`src/rtl/stack_arbiter_pkg.sv`:
```
// Shared types and defaults for the stack arbiter: FSM encoding, pop-owner tags and
// default geometry of the CPU hardware stack.
package stack_arbiter_pkg;

    localparam int DATA_W_DEF = 32;
    localparam int DEPTH_DEF  = 128;
    localparam int CNT_W_DEF  = 8;

    typedef enum logic {
        ARB_FREE   = 1'b0,
        ARB_LOCKED = 1'b1
    } arb_state_t;

    typedef enum logic {
        OWN_CPU = 1'b0,
        OWN_IRQ = 1'b1
    } owner_t;

endpackage

```
`src/rtl/stack_arbiter_if.sv`:
```
// Bundle of the requester handshakes, the Stack pins and the status/error signals of
// the stack arbiter. master = environment side, slave = arbiter side.
interface stack_arbiter_if
    import stack_arbiter_pkg::*;
#(
    parameter int DATA_W = DATA_W_DEF,
    parameter int CNT_W  = CNT_W_DEF
);
    logic              cpu_valid;
    logic              cpu_push;
    logic [DATA_W-1:0] cpu_wdata;
    logic              cpu_ready;
    logic              cpu_rvalid;
    logic [DATA_W-1:0] cpu_rdata;

    logic              irq_valid;
    logic              irq_push;
    logic [DATA_W-1:0] irq_wdata;
    logic              irq_ready;
    logic              irq_rvalid;
    logic [DATA_W-1:0] irq_rdata;
    logic              irq_lock;

    logic              stk_push;
    logic              stk_pop;
    logic [DATA_W-1:0] stk_d;
    logic [DATA_W-1:0] stk_q;

    logic [CNT_W-1:0]  count;
    logic              full;
    logic              empty;
    logic              err_overflow;
    logic              err_underflow;
    logic              err_clr;

    modport master (
        output cpu_valid, cpu_push, cpu_wdata,
        output irq_valid, irq_push, irq_wdata, irq_lock,
        output stk_q, err_clr,
        input  cpu_ready, cpu_rvalid, cpu_rdata,
        input  irq_ready, irq_rvalid, irq_rdata,
        input  stk_push, stk_pop, stk_d,
        input  count, full, empty, err_overflow, err_underflow
    );

    modport slave (
        input  cpu_valid, cpu_push, cpu_wdata,
        input  irq_valid, irq_push, irq_wdata, irq_lock,
        input  stk_q, err_clr,
        output cpu_ready, cpu_rvalid, cpu_rdata,
        output irq_ready, irq_rvalid, irq_rdata,
        output stk_push, stk_pop, stk_d,
        output count, full, empty, err_overflow, err_underflow
    );

endinterface

```
`src/rtl/stack_occupancy.sv`:
```
// Occupancy counter, full/empty, sticky error flags and the forward/drop decision for
// accepted ops. STACK_ARBITER_GUARD_EN drops pushes at full and pops at empty.
module stack_occupancy #(
    parameter int DEPTH = 128,
    parameter int CNT_W = 8
) (
    input  logic             clk,
    input  logic             reset,
    input  logic             push,
    input  logic             pop,
    input  logic             err_clr,
    output logic [CNT_W-1:0] count,
    output logic             full,
    output logic             empty,
    output logic             err_overflow,
    output logic             err_underflow,
    output logic             fwd_push,
    output logic             fwd_pop,
    output logic             drop
);

    localparam logic [CNT_W-1:0] DEPTH_C = CNT_W'(DEPTH);

    logic ovf;
    logic unf;

    assign full  = (count == DEPTH_C);
    assign empty = (count == '0);
    assign ovf   = push && full;
    assign unf   = pop && empty;

`ifdef STACK_ARBITER_GUARD_EN
    assign fwd_push = push && !full;
    assign fwd_pop  = pop && !empty;
    assign drop     = ovf || unf;
`else
    // Stack pointer wraps on a bad op; only the counter saturates.
    assign fwd_push = push;
    assign fwd_pop  = pop;
    assign drop     = 1'b0;
`endif

    always_ff @(posedge clk) begin
        if (!reset) begin
            count         <= '0;
            err_overflow  <= 1'b0;
            err_underflow <= 1'b0;
        end else begin
            if (push && !full)
                count <= count + 1'b1;
            else if (pop && !empty)
                count <= count - 1'b1;
            // A new error wins over a simultaneous clear.
            err_overflow  <= ovf || (err_overflow && !err_clr);
            err_underflow <= unf || (err_underflow && !err_clr);
        end
    end

endmodule

```
`src/rtl/stack_arbiter.sv`:
```
// Shares the CPU hardware stack between the CPU pipeline and the IRQ context-save engine,
// with IRQ priority, locked IRQ bursts and pop-data return. Option: STACK_ARBITER_GUARD_EN.
module stack_arbiter
    import stack_arbiter_pkg::*;
#(
    parameter int DATA_W = DATA_W_DEF,
    parameter int DEPTH  = DEPTH_DEF,
    parameter int CNT_W  = CNT_W_DEF
) (
    input  logic           clk,
    input  logic           reset,
    stack_arbiter_if.slave bus
);

    arb_state_t        state;
    arb_state_t        state_nxt;
    logic              irq_acc;
    logic              cpu_acc;
    logic              acc;
    logic              op_push;
    logic [DATA_W-1:0] op_wdata;
    logic              fwd_push;
    logic              fwd_pop;
    logic              drop;
    logic              pend_valid;
    logic              pend_drop;
    owner_t            pend_owner;
    logic              cpu_ret;
    logic              irq_ret;
    logic [DATA_W-1:0] ret_data;
    logic [DATA_W-1:0] cpu_rdata_q;
    logic [DATA_W-1:0] irq_rdata_q;

    always_ff @(posedge clk) begin
        if (!reset)
            state <= ARB_FREE;
        else
            state <= state_nxt;
    end

    // Nothing is granted while reset is held.
    always_comb begin
        state_nxt     = state;
        bus.cpu_ready = 1'b0;
        bus.irq_ready = 1'b0;
        if (reset) begin
            unique case (state)
                ARB_FREE: begin
                    if (bus.irq_valid) begin
                        bus.irq_ready = 1'b1;
                        if (bus.irq_lock)
                            state_nxt = ARB_LOCKED;
                    end else if (bus.cpu_valid) begin
                        bus.cpu_ready = 1'b1;
                    end
                end
                ARB_LOCKED: begin
                    bus.irq_ready = bus.irq_valid;
                    if (!bus.irq_lock)
                        state_nxt = ARB_FREE;
                end
                default: state_nxt = ARB_FREE;
            endcase
        end
    end

    assign irq_acc  = bus.irq_valid && bus.irq_ready;
    assign cpu_acc  = bus.cpu_valid && bus.cpu_ready;
    assign acc      = irq_acc || cpu_acc;
    assign op_push  = irq_acc ? bus.irq_push  : bus.cpu_push;
    assign op_wdata = irq_acc ? bus.irq_wdata : bus.cpu_wdata;

    stack_occupancy #(
        .DEPTH (DEPTH),
        .CNT_W (CNT_W)
    ) u_occ (
        .clk           (clk),
        .reset         (reset),
        .push          (acc && op_push),
        .pop           (acc && !op_push),
        .err_clr       (bus.err_clr),
        .count         (bus.count),
        .full          (bus.full),
        .empty         (bus.empty),
        .err_overflow  (bus.err_overflow),
        .err_underflow (bus.err_underflow),
        .fwd_push      (fwd_push),
        .fwd_pop       (fwd_pop),
        .drop          (drop)
    );

    assign bus.stk_push = fwd_push;
    assign bus.stk_pop  = fwd_pop;
    assign bus.stk_d    = fwd_push ? op_wdata : '0;

    always_ff @(posedge clk) begin
        if (!reset) begin
            pend_valid  <= 1'b0;
            pend_drop   <= 1'b0;
            pend_owner  <= OWN_CPU;
            cpu_rdata_q <= '0;
            irq_rdata_q <= '0;
        end else begin
            pend_valid <= acc && !op_push;
            pend_drop  <= drop;
            pend_owner <= irq_acc ? OWN_IRQ : OWN_CPU;
            if (cpu_ret)
                cpu_rdata_q <= ret_data;
            if (irq_ret)
                irq_rdata_q <= ret_data;
        end
    end

    // Stack output is only valid in the return cycle, so the holding registers take it then.
    assign ret_data       = pend_drop ? '0 : bus.stk_q;
    assign cpu_ret        = reset && pend_valid && (pend_owner == OWN_CPU);
    assign irq_ret        = reset && pend_valid && (pend_owner == OWN_IRQ);
    assign bus.cpu_rvalid = cpu_ret;
    assign bus.irq_rvalid = irq_ret;
    assign bus.cpu_rdata  = cpu_ret ? ret_data : cpu_rdata_q;
    assign bus.irq_rdata  = irq_ret ? ret_data : irq_rdata_q;

endmodule

```
`src/flat_wrapper.sv`:
```
// flat-port wrapper written by rule: the top's interface ports become plain ports
module stack_arbiter_flat import stack_arbiter_pkg::*;
#(
    parameter int DATA_W = DATA_W_DEF,
    parameter int DEPTH  = DEPTH_DEF,
    parameter int CNT_W  = CNT_W_DEF
)
  (clk, reset, bus_cpu_valid, bus_cpu_push, bus_cpu_wdata, bus_irq_valid, bus_irq_push, bus_irq_wdata, bus_irq_lock, bus_stk_q, bus_err_clr, bus_cpu_ready, bus_cpu_rvalid, bus_cpu_rdata, bus_irq_ready, bus_irq_rvalid, bus_irq_rdata, bus_stk_push, bus_stk_pop, bus_stk_d, bus_count, bus_full, bus_empty, bus_err_overflow, bus_err_underflow);
  stack_arbiter_if #(.DATA_W(DATA_W), .CNT_W(CNT_W)) bus_i ();
  input  logic clk;
  input  logic reset;
  input wire logic [$bits(bus_i.cpu_valid)-1:0] bus_cpu_valid;
  input wire logic [$bits(bus_i.cpu_push)-1:0] bus_cpu_push;
  input wire logic [$bits(bus_i.cpu_wdata)-1:0] bus_cpu_wdata;
  input wire logic [$bits(bus_i.irq_valid)-1:0] bus_irq_valid;
  input wire logic [$bits(bus_i.irq_push)-1:0] bus_irq_push;
  input wire logic [$bits(bus_i.irq_wdata)-1:0] bus_irq_wdata;
  input wire logic [$bits(bus_i.irq_lock)-1:0] bus_irq_lock;
  input wire logic [$bits(bus_i.stk_q)-1:0] bus_stk_q;
  input wire logic [$bits(bus_i.err_clr)-1:0] bus_err_clr;
  output wire logic [$bits(bus_i.cpu_ready)-1:0] bus_cpu_ready;
  output wire logic [$bits(bus_i.cpu_rvalid)-1:0] bus_cpu_rvalid;
  output wire logic [$bits(bus_i.cpu_rdata)-1:0] bus_cpu_rdata;
  output wire logic [$bits(bus_i.irq_ready)-1:0] bus_irq_ready;
  output wire logic [$bits(bus_i.irq_rvalid)-1:0] bus_irq_rvalid;
  output wire logic [$bits(bus_i.irq_rdata)-1:0] bus_irq_rdata;
  output wire logic [$bits(bus_i.stk_push)-1:0] bus_stk_push;
  output wire logic [$bits(bus_i.stk_pop)-1:0] bus_stk_pop;
  output wire logic [$bits(bus_i.stk_d)-1:0] bus_stk_d;
  output wire logic [$bits(bus_i.count)-1:0] bus_count;
  output wire logic [$bits(bus_i.full)-1:0] bus_full;
  output wire logic [$bits(bus_i.empty)-1:0] bus_empty;
  output wire logic [$bits(bus_i.err_overflow)-1:0] bus_err_overflow;
  output wire logic [$bits(bus_i.err_underflow)-1:0] bus_err_underflow;
  assign bus_i.cpu_valid = bus_cpu_valid;
  assign bus_i.cpu_push = bus_cpu_push;
  assign bus_i.cpu_wdata = bus_cpu_wdata;
  assign bus_i.irq_valid = bus_irq_valid;
  assign bus_i.irq_push = bus_irq_push;
  assign bus_i.irq_wdata = bus_irq_wdata;
  assign bus_i.irq_lock = bus_irq_lock;
  assign bus_i.stk_q = bus_stk_q;
  assign bus_i.err_clr = bus_err_clr;
  assign bus_cpu_ready = bus_i.cpu_ready;
  assign bus_cpu_rvalid = bus_i.cpu_rvalid;
  assign bus_cpu_rdata = bus_i.cpu_rdata;
  assign bus_irq_ready = bus_i.irq_ready;
  assign bus_irq_rvalid = bus_i.irq_rvalid;
  assign bus_irq_rdata = bus_i.irq_rdata;
  assign bus_stk_push = bus_i.stk_push;
  assign bus_stk_pop = bus_i.stk_pop;
  assign bus_stk_d = bus_i.stk_d;
  assign bus_count = bus_i.count;
  assign bus_full = bus_i.full;
  assign bus_empty = bus_i.empty;
  assign bus_err_overflow = bus_i.err_overflow;
  assign bus_err_underflow = bus_i.err_underflow;
  stack_arbiter #(.DATA_W(DATA_W), .DEPTH(DEPTH), .CNT_W(CNT_W)) u_core (.clk(clk), .reset(reset), .bus(bus_i));
endmodule
```
`config.mk`:
```
export PLATFORM = sky130hd
export DESIGN_NAME = stack_arbiter_flat
export DESIGN_NICKNAME = d
export VERILOG_FILES = /design/src/rtl/stack_arbiter_pkg.sv /design/src/rtl/stack_arbiter_if.sv /design/src/rtl/stack_occupancy.sv /design/src/rtl/stack_arbiter.sv /design/src/flat_wrapper.sv
export SDC_FILE = /design/constraint.sdc
export NUM_CORES = 1
export LEC_CHECK = 0
export BUFFER_PORTS_ARGS = -buffer_cell sky130_fd_sc_hd__buf_2
export CAP_MARGIN = 20
export CORE_UTILIZATION = 40
export CTS_CLUSTER_DIAMETER = 40
export CTS_CLUSTER_SIZE = 24
export DETAILED_ROUTE_END_ITERATION = 12
export PLACE_DENSITY = 0.74
export SYNTH_ARGS = -nofsm -noshare
export SYNTH_HDL_FRONTEND = slang
export SYNTH_SLANG_ARGS = --single-unit
```
`constraint.sdc`:
```
create_clock -name clk -period 3.6 [get_ports clk]
set_input_delay 0.36 -clock clk [delete_from_list [all_inputs] [get_ports clk]]
set_output_delay 0.36 -clock clk [all_outputs]
set_load 0.005 [all_outputs]
```
* Word-level counts from Yosys, hierarchy flattened
Cells that the tools add are included.
Word-level totals: input bits 104, word-level logic and storage cells 53, output and inout port bits 114, register bits 77
Cells by class: add/subtract/negate cells 2, equality and inequality tests 1, bitwise operators 2, multiplexer cells 18, reductions and logical operators 22
Operator list (count):
- $mux W32 | 4
- $mux W8 | 2
- $logic_and A1 B1 Y1 | 13
- $mux W1 | 10
- $add A8 B1 Y8 const B | 1
- $eq A8 B8 Y1 const B | 1
- $logic_not A8 Y1 | 1
- $sub A8 B1 Y8 const B | 1
- $logic_not A1 Y1 | 4
- $pmux W1 S2 | 2
- $logic_or A1 B1 Y1 | 3
- $not A1 Y1 | 2
- $reduce_bool A2 Y1 | 1

* Depth between registers and ports, before layout
Gate-level depths: netlist of the first run.
depth after elaboration 10, mapped depth 12, gate-level depth less buffers 11

* Modules after synthesis
From an unflattened synthesis of the first run, not the netlist that was laid out.
Second synthesis, totals: cells, all modules 711, area total of the unflattened synthesis 4948.5 um^2
By module, submodules not included:
- stack_arbiter | area each 4174.0 um^2, instances 1, cells each 621, seq. area each 1361.3 um^2
- stack_occupancy | area each 774.5 um^2, instances 1, cells each 90, seq. area each 200.2 um^2

* Worst setup path after synthesis of the first run
Ideal clock, no wire load.
kind input to register, from input port bus_irq_valid, to register u_core.u_occ.count[7], setup slack 945 ps, stages 11, required time 3535 ps, data arrival time 2590 ps, library setup time 65 ps, buffers on the path 1, cells stage by stage and2_1 > o21ai_1 > buf_1 > inv_1 > nand2_1 > ha_1 > a21oi_1 > a21oi_1 > and3b_1 > mux4_2 > nor2b_1
On the way: elaborated cells between the ends (all ways) 17, classes of those cells mux: 8; reduce/logical: 9
RTL lines:
- from (decl) | line flat_wrapper.sv:15 | input wire logic [$bits(bus_i.irq_valid)-1:0] bus_irq_valid;
- $mux W1 | line stack_arbiter.sv:49 | if (bus.irq_valid) begin
- $pmux W1 S2 / $mux W1 (equally long branches) | line stack_arbiter.sv:47 | unique case (state)
- $mux W1 | line stack_arbiter.sv:46 | if (reset) begin
- $logic_and A1 B1 Y1 (on tied branches) | line stack_arbiter.sv:67, stack_arbiter.sv:68
- $mux W1 / $logic_or A1 B1 Y1 (equally long branches) | line stack_arbiter.sv:70, stack_arbiter.sv:69
- $logic_and A1 B1 Y1 (*) | line stack_arbiter.sv:79 | .push (acc && op_push),
- via bus_stk_push | line flat_wrapper.sv:27 | output wire logic [$bits(bus_i.stk_push)-1:0] bus_stk_push;
- $logic_and A1 B1 Y1 (*) | line stack_occupancy.sv:49 | if (push && !full)
- $mux W8 / $reduce_bool A2 Y1 (equally long branches)
- to (signal assigned) | line stack_occupancy.sv:50 | count <= count + 1'b1;
- to (signal assigned) | line stack_occupancy.sv:52 | count <= count - 1'b1;
- to (decl) | line stack_occupancy.sv:12 | output logic [CNT_W-1:0] count,
The timed path passes the listed nets; every way through them passes the cells marked *. A chain may end at the register's enable or synchronous reset.

* Worst setup path after layout of the first run
from register u_core.u_occ.count[3], to register u_core.u_occ.count[7]
On the way: word-level cells in the longest chain between the ends 4, elaborated cells between the ends (all ways) 11, classes of those cells add/sub: 2; eq/ne: 1; mux: 2; reduce/logical: 6
Ends and longest elaborated chain:
- parallel branches: the longest is 4 deep, another holds $sub A8 B1 Y8
Parallel ways; which one is timed is not known. The select of a mux whose other input is x is not followed.

==> impl_metrics.toml, run 1 <==
[run_status]
status = "finished clean"

[global_routing]
gr-usage-all-layers = 0.223
grt_pass1_vias = 3589
overflow = 0
grt_max_degree = 70
antenna_found_initial = 0
grt_pass1_wl_um = 17500

[timing]
relSlewSlack = 0.367
tns_ps = 0
clock-skew-final_ps = 17.3
fmax_ghz = 0.341
setup_violations = 0
fin_crit_sh = 0.816
worstMarginPinSlew_ps = 948
maxSlewViolCount = 0
hold_viol_final = 0
finalCriticalPeriod_ps = 2940
rsz0062_at_grt = "no"

[worst_setup_path]
crit_type = "reg2reg"
startpoint_type = "flop"
cp.arrival_ps = 3220
cp_data_required_time_ps = 3880
critPathCaptureType = "flop"
critical_path.max_fanout = 8

[power_and_ir_drop]
p_leak_nw = 2.95
ir_worst_vdd_uv = 257
powerDensity_nw_per_um2 = 440
power_mw = 2.31

[die]
initial_core_util = 0.415
num_rows = 35
core_um2 = 9280
ioPinCount = 218
dieArea_um2 = 10000
fp.dieH_um = 100
die_w_um = 100

[cts]
post_cts_resized = 0
cts_buffer_depth = 2
clkSinkCount = 77
cts_hold_buf = 0
cts_max_level = 3
cts_buffers = 9
ctsRootBufferMaster = "clkbuf_8"
postCtsSetupBuffers = 0
clk_pin_slew_worst_paths_ps = 100
clk_latency_ps = 350
cts_tree = "built"

[yosys]
synth_common_cells = "171 x nand2_1, 77 x dfxtp_1, 66 x and2_1"
synth.avg_cell_area_um2 = 7.99
synth-xor-area-share = 0.00682
synthArstFlopShare = 0
synthTopCellsByArea = "dfxtp_1 40%, nand2_1 17%, and2_1 11%"
syn_area_um2 = 3850
yosys.area_share.simple = 0.325
synthMuxAreaShare = 0.118
syn_inst = 482
synth_compound_area_frac = 0.0829
synthDominantCellAreaShare = 0.400
synth_edf_count = 0
synth_fa_ha_area_frac = 0.0279
synth-main-ff-cell = "dfxtp_1"
synthesis.nets = 594
yosys_warnings = 0
ys_types = 42
synth_top_family_by_area = "simple AND/OR/NAND/NOR gates"
ys_ff_latch = 77
yosysMostFrequentCell = "nand2_1"
yosysTopAreaCell = "dfxtp_1"
ys_seq_area_frac = 0.400

[job]
cap_violations = 0

[route]
wl_per_cell_um = 13.9
num_vias = 3905
drt_wl_total_um = 11400
drc = 0
drt-pass1-iter-count = 5
antenna_left = 0
drt_iter0_markers = 123
avgViaCountPerCell = 4.76

[placed_design]
place_congestion = 0.805
port_buffers = 217
dpl.cell_count = 804
hpwl_um = 8550

[final_layout]
finalNetCount = 799
area_growth_pct = 36.3
final_cells = 821
final_layout_size_suffix_gt1_frac = 0.406
n_antenna_cell = 0

[min_path]
min_path_type = "in2reg"
==> final cells by class <==
class                      count  area (um2)
sequential                    77        1540
multi-input combinational    366        2170
clock buffer                  10         138
fill                         901        4040
timing repair buffer         222        1130
clock inverter                 6        70.1
inverter                      11        41.3
tap                          129         161
==> cell families (layout without fill, tap and decap cells) <==
family	after synthesis	after routing
AO/OA/AOI/OAI	52	52
XOR/XNOR	3	3
adder cells (fa/ha/maj)	8	8
buffers and inverters	39	249
flip-flops	77	77
multiplexers	40	40
AND/OR/NAND/NOR	263	263
==> placed cells by master, fill, tap and decap left out, types with 2 or more instances in the layout <==
cell type,Yosys,routed
a21oi_1,37,37
and2_1,66,66
buf_2,4,217
buf_4,0,4
clkbuf_8,0,10
clkinvlp_4,0,3
dfxtp_1,77,77
ha_1,7,7
inv_1,11,11
mux2_2,32,32
mux2i_1,7,7
nand2_1,171,171
nand3_1,4,3
nand4_1,2,2
nor2b_1,5,5
nor3_1,3,3
nor4bb_1,2,2
o21a_1,2,2
o21ai_0,3,3
xor2_1,2,2
==> stage by stage <==
step | setup slack, ps | cell area (um2) | util | hold WS (ps)
after floorplan | 945 | 3850 | - | 494
after global placement | 869 | 5030 | 0.541 | 498
after detailed placement | 768 | 5030 | 0.541 | 516
after CTS | 709 | 5230 | 0.564 | 260
after global routing | 443 | 5250 | 0.565 | 272
final | 664 | 5250 | 0.565 | 274
==> flip-flops by register name (all words and copies together) (netlist names) <==
register	flops
u_core.cpu_rdata_q	32
u_core.u_occ.err_underflow	1
u_core.state	1
u_core.irq_rdata_q	32
u_core.pend_valid	1
u_core.u_occ.err_overflow	1
u_core.pend_owner	1
u_core.u_occ.count	8
==> report_power, final <==
part / total [mW] / internal (mW) / switching, mW / leakage, nW
Combinational: 0.671 / 0.322 / 0.349 / 2.23
Sequential: 0.959 / 0.902 / 0.0568 / 0.624
Clock: 0.677 / 0.343 / 0.334 / 0.0951
Total: 2.31 / 1.57 / 0.741 / 2.95
==> worst paths after layout <==
| path | start | end | slack (ps) | depth (start not counted) |
|---|---|---|---|---|
| setup / recovery | u_core.u_occ.count[3]$_SDFFE_PN0P_ | u_core.u_occ.count[7]$_SDFFE_PN0P_ | 660 | 9 |
| hold / removal | bus_irq_lock | u_core.state$_SDFF_PN0_ | 270 | 2 |
| setup reg to reg | u_core.u_occ.count[3]$_SDFFE_PN0P_ | u_core.u_occ.count[7]$_SDFFE_PN0P_ | 660 | 9 |
| hold reg to reg | u_core.u_occ.count[6]$_SDFFE_PN0P_ | u_core.u_occ.count[6]$_SDFFE_PN0P_ | 530 | 2 |
==> metal layers <==
layer | vias to the layer above | track usage | share of wire
met4 | 0 | 0.120 | 0.039
met1 | 1768 | 0.244 | 0.40
met5 | - | 0 | 0
met3 | 21 | 0.0376 | 0.058
li1 | 1973 | - | -
met2 | 143 | 0.411 | 0.50
==> critical path, stage by stage, from the launching register on <==
cell     delay (ps)
dfxtp_1         370
nor4_1          430
nand3_1         270
nand2_1         320
ha_1            320
a21oi_1         210
a21oi_1          90
and3b_1         240
mux4_2          490
nor2b_1         120
Note: power is estimated with default switching activity, not from simulation.
==> run 2: changes to the inputs <==
==> constraint.sdc (replaced) <==
create_clock -name clk -period 2.8 [get_ports clk]
set_input_delay 0.28 -clock clk [delete_from_list [all_inputs] [get_ports clk]]
set_output_delay 0.28 -clock clk [all_outputs]
set_load 0.005 [all_outputs]
==> run 2 against run 1 <==
Net effect: sequential power rose by 28%; final cell count grew 0.37%; setup slack worse by 480 ps; sequential cell count stayed put; highest routed layer unchanged; first-iteration DRC count up 0.81%; global-route usage is 1.1 points lower; critical path depth stayed put; worst hold slack worse by 58 ps; clock-buffer cell count up 1.
==> impl_metrics.toml, run 2 (synthesis gave the netlist of run 1 again) <==
[worst_setup_path]
reg2reg_depth = 9
cp.arrival_ps = 2890
critPathCaptureType = "flop"
cp_data_required_time_ps = 3080
startpoint_type = "flop"
cp_slowest_stage_delay_ps = 500
critical_path.max_fanout = 8
cp_cell_sequence = "nor4_1 > nand3_1 > nand2_2 > ha_1 > a21oi_1 > a21oi_1 > and3b_1 > mux4_2 > nor2b_1"
crit_slowest_cell = "mux4_2"
crit_type = "reg2reg"
regToRegSetupSlack_ps = 180
path_common_cell = "a21oi_1"

[route]
num_vias = 3943
wl_per_cell_um = 13.5
drt_iter0_markers = 124
drt_wl_total_um = 11100
drt-pass1-iter-count = 4
avgViaCountPerCell = 4.79
drc = 0
antenna_left = 0

[power_and_ir_drop]
ir_worst_vdd_uv = 299
p_leak_nw = 2.97
power_mw = 2.93
powerDensity_nw_per_um2 = 556

[timing]
setup_violations = 0
worstMarginPinSlew_ps = 647
tns_ps = 0
layout_setup_ws_ps = 185
hold_viol_final = 0
finalCriticalPeriod_ps = 2620
relSlewSlack = 0.569
fmax_ghz = 0.382
clock-skew-final_ps = 11.2
fin_crit_sh = 0.934
rsz0062_at_grt = "no"
maxSlewViolCount = 0

[die]
core_um2 = 9280
initial_core_util = 0.415
num_rows = 35
die_w_um = 100
fp.dieH_um = 100
ioPinCount = 218
dieArea_um2 = 10000

[placed_design]
dpl.cell_count = 809
port_buffers = 217
place_congestion = 0.859
hpwl_um = 8450
pre_cts_slack_ps = 141

[min_path]
whs_path_depth = 2
min_path_type = "in2reg"

[global_routing]
grt_max_degree = 83
gr-usage-all-layers = 0.212
antenna_found_initial = 0
grt_pass1_wl_um = 16600
grt_pass1_vias = 3498
overflow = 0

[cts]
clk_pin_slew_worst_paths_ps = 80
cts_hold_buf = 0
cts_max_level = 3
cts_tree = "built"
clkSinkCount = 77
ctsRootBufferMaster = "clkbuf_8"
cts_buffer_depth = 2
clk_latency_ps = 340
cts_buffers = 9

[final_layout]
final_common_cell = "buf_2"
final_layout_size_suffix_gt1_frac = 0.409
n_antenna_cell = 0
layout_common_cells = "217 x buf_2, 170 x nand2_1, 77 x dfxtp_1"
final_cells = 824
reg_top3 = "u_core.cpu_rdata_q x32, u_core.irq_rdata_q x32, u_core.u_occ.count x8"
area_growth_pct = 36.9
finalNetCount = 803

[job]
cap_violations = 0

[run_status]
status = "finished clean"
==> run 2: cell count changes in the layout (fill, tap and decap cells not counted), sizes merged <==
cell,delta
clkbuf,+1
inv,-1
clkinv,+2
buf,+4
clkinvlp,-3
==> run 2: worst paths after layout <==
check | from | end
setup / recovery | u_core.u_occ.count[3]$_SDFFE_PN0P_ | u_core.u_occ.count[7]$_SDFFE_PN0P_
hold / removal | bus_irq_lock | u_core.state$_SDFF_PN0_
setup reg to reg | u_core.u_occ.count[3]$_SDFFE_PN0P_ | u_core.u_occ.count[7]$_SDFFE_PN0P_
hold reg to reg | u_core.u_occ.count[5]$_SDFFE_PN0P_ | u_core.u_occ.count[5]$_SDFFE_PN0P_
==> run 2: routing by layer <==
| metal | GRT usage | wire length, um |
|---|---|---|
| met4 | 0.0936 | 343 |
| met3 | 0.0578 | 739 |
| met2 | 0.398 | 5620 |
| met1 | 0.219 | 4400 |
| met5 | 0 | 0 |
==> run 2: power breakdown <==
part           switching, mW  internal, mW
Combinational          0.458         0.420
Clock                  0.391         0.431
Sequential            0.0727          1.16
==> run 2: what timing repair did <==
action	CTS	global route
setup buffers	0	0
setup endpoints to repair	0	1
resized for setup	0	1
==> run 2: critical path: cells and delay by family, from the launching register on <==
| kind | cells | cell delay (ps) |
|---|---|---|
| AND/OR/NAND/NOR | 5 | 1130 |
| multiplexers | 1 | 500 |
| flip-flops | 1 | 360 |
| AO/OA/AOI/OAI | 2 | 300 |
| adder cells (fa/ha/maj) | 1 | 280 |
==> run 2: cell type report <==
cell class | instances | area [um2]
inverters | 11 | 41.3
well taps | 129 | 161
multi-input cells | 366 | 2170
repair buffers | 226 | 1170
fillers | 892 | 4020
flip-flops and latches | 77 | 1540
clock inverters | 4 | 48.8
clock buffers | 11 | 141
==> run 2: through the flow <==
| step | util | instance area (um2) | hold slack [ps] |
|---|---|---|---|
| after floorplan | - | 3850 | 418 |
| after global placement | 0.547 | 5080 | 498 |
| after detailed placement | 0.547 | 5080 | 509 |
| after CTS | 0.567 | 5270 | 203 |
| after global routing | 0.568 | 5270 | 201 |
| final | 0.568 | 5270 | 216 |
